==> src/rtl/mem_arbiter.sv <==
// ============================================================================
// Module   : mem_arbiter
// Purpose  : Shares one memory bus port between instruction fetch and
//            load/store. Data has priority, and a streak limit stops fetch
//            from starving. Hung bus cycles are ended by a timeout.
// Revision : 1.0 - initial release
// ============================================================================
`default_nettype none

module mem_arbiter #(
    parameter int MAX_DATA_STREAK = 4,
    parameter int TIMEOUT_CYCLES  = 255
) (
    input  logic        clk,
    input  logic        reset,
    input  logic        instr_read_in,
    input  logic [63:0] instr_address_in,
    output logic        instr_ready_out,
    output logic [63:0] instr_read_value_out,
    output logic        instr_fault_out,
    input  logic        data_read_in,
    input  logic        data_write_in,
    input  logic [63:0] data_address_in,
    input  logic [63:0] data_write_value_in,
    input  logic [7:0]  data_write_mask_in,
    output logic        data_ready_out,
    output logic [63:0] data_read_value_out,
    output logic        data_fault_out,
    output logic [63:0] bus_address_out,
    output logic        bus_read_out,
    output logic        bus_write_out,
    output logic [63:0] bus_write_value_out,
    output logic [7:0]  bus_write_mask_out,
    input  logic [63:0] bus_read_value_in,
    input  logic        bus_ready_in
);

    localparam int c_streak_w = (MAX_DATA_STREAK < 1) ? 1 : $clog2(MAX_DATA_STREAK + 1);
    localparam int c_timer_w  = (TIMEOUT_CYCLES < 2) ? 1 : $clog2(TIMEOUT_CYCLES);
    localparam logic [c_streak_w-1:0] c_streak_max = c_streak_w'(MAX_DATA_STREAK);
    localparam logic [c_timer_w-1:0]  c_timer_last = c_timer_w'(TIMEOUT_CYCLES - 1);

    localparam logic [1:0] c_IDLE      = 2'd0;
    localparam logic [1:0] c_GNT_INSTR = 2'd1;
    localparam logic [1:0] c_GNT_DATA  = 2'd2;

    logic [1:0]            r_state;
    logic [c_streak_w-1:0] r_streak;
    logic [c_timer_w-1:0]  r_timer;
    logic [63:0]           r_addr;
    logic                  r_read;
    logic                  r_write;
    logic [63:0]           r_wdata;
    logic [7:0]            r_mask;

    logic w_data_req;
    logic w_grant_data;
    logic w_busy;
    logic w_timeout;
    logic w_done;

    assign w_data_req   = data_read_in | data_write_in;
    assign w_grant_data = w_data_req && (!instr_read_in || (r_streak < c_streak_max));
    assign w_busy       = (r_state != c_IDLE);
    assign w_timeout    = w_busy && !bus_ready_in && (r_timer == c_timer_last);
    assign w_done       = w_busy && (bus_ready_in || w_timeout);

    always_ff @(posedge clk) begin
        if (reset) begin
            r_state  <= c_IDLE;
            r_streak <= '0;
            r_timer  <= '0;
            r_addr   <= '0;
            r_read   <= 1'b0;
            r_write  <= 1'b0;
            r_wdata  <= '0;
            r_mask   <= '0;
        end else begin
            case (r_state)
                c_IDLE: begin
                    r_timer <= '0;
                    if (w_grant_data) begin
                        r_state <= c_GNT_DATA;
                        r_addr  <= data_address_in;
                        // A simultaneous read+write strobe is resolved as a write.
                        r_write <= data_write_in;
                        r_read  <= data_read_in & ~data_write_in;
                        r_wdata <= data_write_value_in;
                        r_mask  <= data_write_mask_in;
                        if (!instr_read_in) begin
                            r_streak <= '0;
                        end else if (r_streak < c_streak_max) begin
                            r_streak <= r_streak + 1'b1;
                        end
                    end else if (instr_read_in) begin
                        r_state  <= c_GNT_INSTR;
                        r_addr   <= instr_address_in;
                        r_read   <= 1'b1;
                        r_write  <= 1'b0;
                        r_wdata  <= '0;
                        r_mask   <= '0;
                        r_streak <= '0;
                    end
                end
                c_GNT_INSTR, c_GNT_DATA: begin
                    if (w_done) begin
                        r_state <= c_IDLE;
                        r_timer <= '0;
                    end else begin
                        r_timer <= r_timer + 1'b1;
                    end
                end
                default: r_state <= c_IDLE;
            endcase
        end
    end

    assign bus_address_out     = w_busy ? r_addr  : '0;
    assign bus_read_out        = w_busy & r_read;
    assign bus_write_out       = w_busy & r_write;
    assign bus_write_value_out = w_busy ? r_wdata : '0;
    assign bus_write_mask_out  = w_busy ? r_mask  : '0;

    // A timed-out completion returns zero data regardless of the bus lines.
    assign instr_ready_out      = (r_state == c_GNT_INSTR) && w_done;
    assign instr_fault_out      = (r_state == c_GNT_INSTR) && w_timeout;
    assign instr_read_value_out = ((r_state == c_GNT_INSTR) && bus_ready_in) ? bus_read_value_in : '0;
    assign data_ready_out       = (r_state == c_GNT_DATA) && w_done;
    assign data_fault_out       = (r_state == c_GNT_DATA) && w_timeout;
    assign data_read_value_out  = ((r_state == c_GNT_DATA) && bus_ready_in) ? bus_read_value_in : '0;

endmodule

`default_nettype wire

==> config.mk <==
export PLATFORM = sky130hd
export DESIGN_NAME = mem_arbiter
export DESIGN_NICKNAME = d
export VERILOG_FILES = /design/src/rtl/mem_arbiter.sv
export SDC_FILE = /design/constraint.sdc
export NUM_CORES = 1
export LEC_CHECK = 0
export CORE_AREA = 2 2 212 214
export DETAILED_ROUTE_END_ITERATION = 7
export DIE_AREA = 0 0 214 216
export PLACE_DENSITY_LB_ADDON = 0.12
export RECOVER_POWER = 50
export SYNTH_ARGS = -nofsm -noshare
export SYNTH_HDL_FRONTEND = slang
export SYNTH_SLANG_ARGS = --single-unit
==> constraint.sdc <==
create_clock -name clk -period 2.7 [get_ports clk]
set_input_delay 0.405 -clock clk [delete_from_list [all_inputs] [get_ports clk]]
set_output_delay 0.405 -clock clk [all_outputs]
set_load 0.03 [all_outputs]
==> impl_results.md, run 1 <==
* Area of the mapped netlist at 7850 sq um
* Dpl ws at 0.312 ns
* Crit Path Max Fanout at 30
* Buf/Inv on CP at 3
* Final Setup Violations at 0
* Clock skew at 0.00999 ns
* Ys async rst share at 0
* Total power at 8.84 mW
* Die X-Extent at 214 microns
* TNS Setup at 0 ns
* CTS root buffer: clkbuf_16
* #FFs+latches synth at 151
* Initial Util at 0.179
* Leading area contributor after synthesis: dfxtp_1
* # nets final at 1746
* DR pass1 iterations at 4
* Unrepaired setup endpoints after global routing: no
* Final worst path period share at 0.963
* Io pins at 540
* Hold Vio Cnt, Final at 0
* Post-DR wirelength/cell at 19.8 microns
* Core Box Area at 43800 sq um
* GR Overflow Total at 0
* Seq/Total Area, Yosys at 0.385
* Max Slew Vio Count at 0
* Post-route cell area at 13900 sq um
* Synth top area share at 0.385
* Clk sinks at 151
* Met2 WL at 19800 microns
* Worst path cell trace: inv_1 -> ha_2 -> buf_12 -> and3_1 -> clkdlybuf4s50_1
* Antenna violations before repair at 7
* Cells after Synth at 1005
* Synth top cells by count: 151 x dfxtp_1, 139 x nor2b_1, 130 x a21oi_1, 128 x and3_1
* Share of cells above drive strength 1 at 0.0904
* Layout overhead on the synthesized area at 76.9%
* CTS tree: yes
* Simple-gate portion of the synthesized area at 0.300
* CTS max path bufs at 2
* Relative slew slack at 0.0800
* Hold crit path type: primary input to flip-flop
* Reg2reg end: r_state[1]
* Post-synthesis xor/xnor area fraction at 0.00446
* Met1 WL at 17300 microns
* Count leader, synth: dfxtp_1
* Max Fclk at 0.385 GHz
* Crit path time final at 2.60 ns
* Largest net degree at the start of global routing at 97
* Power per cell area at 637 nW/um^2
* Gp weighted congestion at 0.825
* Met3 wire len at 3040 microns
* Critical path arrival at 2.19 ns
* Status: completed
* Die height at 216 microns
* # rows at 77
* Crit path required time at 2.30 ns
* Vias in the first global route at 9280
* Worst setup endpoint: instr_read_value_out[61]
* Worst path depth at 5
* Final worst slack at 0.101 ns
* VDD IR max at 0.422 mV
* Core Util, Final at 0.317
* Worst-Skew Late Latency at 0.44 ns
* Delay-heaviest family, CP: buffers and inverters
* Main combinational cell family by area after synthesis: simple AND/OR/NAND/NOR gates
* Yosys warnings at 0
* Largest stage delay, worst path at 0.70 ns
* Ys flop type: dfxtp_1
* DRT antenna net count at 0
* Crit path from: r_state[1]
* LEAKAGE at 6.25 nW
* RR Startpoint: r_state[0]
* Synth top area cells: dfxtp_1 39%, nor2b_1 11%, and3_1 10%, a21oi_1 8.3%, a32oi_1 8.1%
* Port Buf Inserts at 539
* First-pass GRT wire length at 60000 microns
* WS Path Type: flip-flop to output pin
* Worst slew pin tran at 1.38 ns
* Startpoint types: flip-flop
* Clock slew at reported path FFs at 0.07 ns
* Mux cell area share after synthesis at 0
* CTS Buf Count at 17
* Via count at 9266
* Uppermost layer routed: met5
* WL final at 41100 microns
* Syn Area/Cell at 7.81 sq um
* GR Util All Layers at 0.170
* H-tree depth at 4
* Post-route DRC at 0
* Vias/cell at 4.46
* Area after DPL at 13700 sq um
* Cell variety after synth at 36
* Complex-gate fraction of the synthesized area at 0.230
* R2R setup slack at 0.25 ns
* Synth Area in Adders at 0.0112
* CP Capture Type: output pin
* Worst r2r path cells at 6
* CP max stage cell: clkdlybuf4s50_1
* Max-cap violation count at 0
* DP HPWL at 28900 microns
* EDFF count, synth at 0
* DIE AREA at 46200 sq um
* # hold bufs at CTS at 0
* Initial DRC count at 417
* Syn_nets at 1282
-- cells by family (layout without fill, tap and decap cells) --
| kind of cell | after synthesis | after routing |
|---|---|---|
| fa+ha+maj | 7 | 7 |
| flops | 151 | 151 |
| other cells | 0 | 5 |
| xor+xnor | 4 | 4 |
| compound gates | 291 | 291 |
| buf+inv | 120 | 597 |
| simple gates | 432 | 432 |
-- cell usage in the layout, fill, tap and decap left out, types with 69 or more instances in the layout --
cell	n
dlygate4sd2_1	148
dfxtp_1	150
a21oi_1	130
nor2_1	75
nand2_1	70
and3_1	128
a32oi_1	73
o21ai_0	69
clkdlybuf4s50_1	296
nor2b_1	139
-- stage by stage --
stage,hold WS [ns],cells
2_1_floorplan,0.436,1005
3_3_place_gp,0.443,2041
3_5_place_dp,0.449,2041
4_1_cts,0.383,2073
5_1_grt,0.407,2078
6_report,0.411,2079
-- state kept, by name, summed over array words and instances (netlist names) --
signal    count
r_write       1
r_wdata      64
r_state       2
r_timer       8
r_mask        8
r_addr       64
r_streak      3
r_read        1
-- how the worst min path moves through the flow --
stage	endpoint	slack, ns	cells after the start	startpoint
global placement	r_streak[1]	0.44	2	r_streak[1]
detailed placement	r_streak[1]	0.45	2	r_streak[1]
CTS	r_wdata[11]	0.38	2	reset
floorplan	r_streak[1]	0.44	2	r_streak[1]
finish	r_wdata[27]	0.41	2	reset
global route	r_wdata[1]	0.41	2	reset
-- power by group --
part / internal [mW] / switching (mW)
sequential: 2.61 / 0.188
combinational: 1.37 / 2.27
clock: 1.34 / 1.06
total: 5.32 / 3.52
-- routing by layer --
layer  global-route usage  vias up
met4               0.0648        6
met1                0.201     4415
met2                0.279      336
met3               0.0617       37
met5                    0        -
li1                     -     4472
-- worst reg2reg max path, cell delays in order, from the launching register on --
cell and delay, ns:
dfxtp_2 0.34, inv_1 0.12, ha_4 0.29, o31ai_4 0.11, clkbuf_2 0.73, or3_1 0.63, o22ai_1 0.16
-- cell type report --
| cell class | count | area (sq um) |
|---|---|---|
| sequential | 151 | 3020 |
| clock inverter | 12 | 101 |
| tap | 592 | 741 |
| antenna | 5 | 12.5 |
| multi-input combinational | 734 | 4340 |
| fill | 4768 | 30000 |
| inverter | 5 | 18.8 |
| clock buffer | 20 | 467 |
| timing repair buffer | 560 | 5170 |
-- repair_timing --
item	4_1_cts	5_1_grt
pin swaps	0	1
setup buffers	0	1
endpoints found under the hold margin	0	0
resized for setup	151	20
setup endpoints to repair	150	20
Note: power is estimated with default switching activity, not from simulation.
==> inputs of run 2 (changes only) <==
Settings changed: SLEW_MARGIN set to 15.
==> results of run 2 <==
Same layout as run 1: the final DEF is identical, and so are final timing and power.
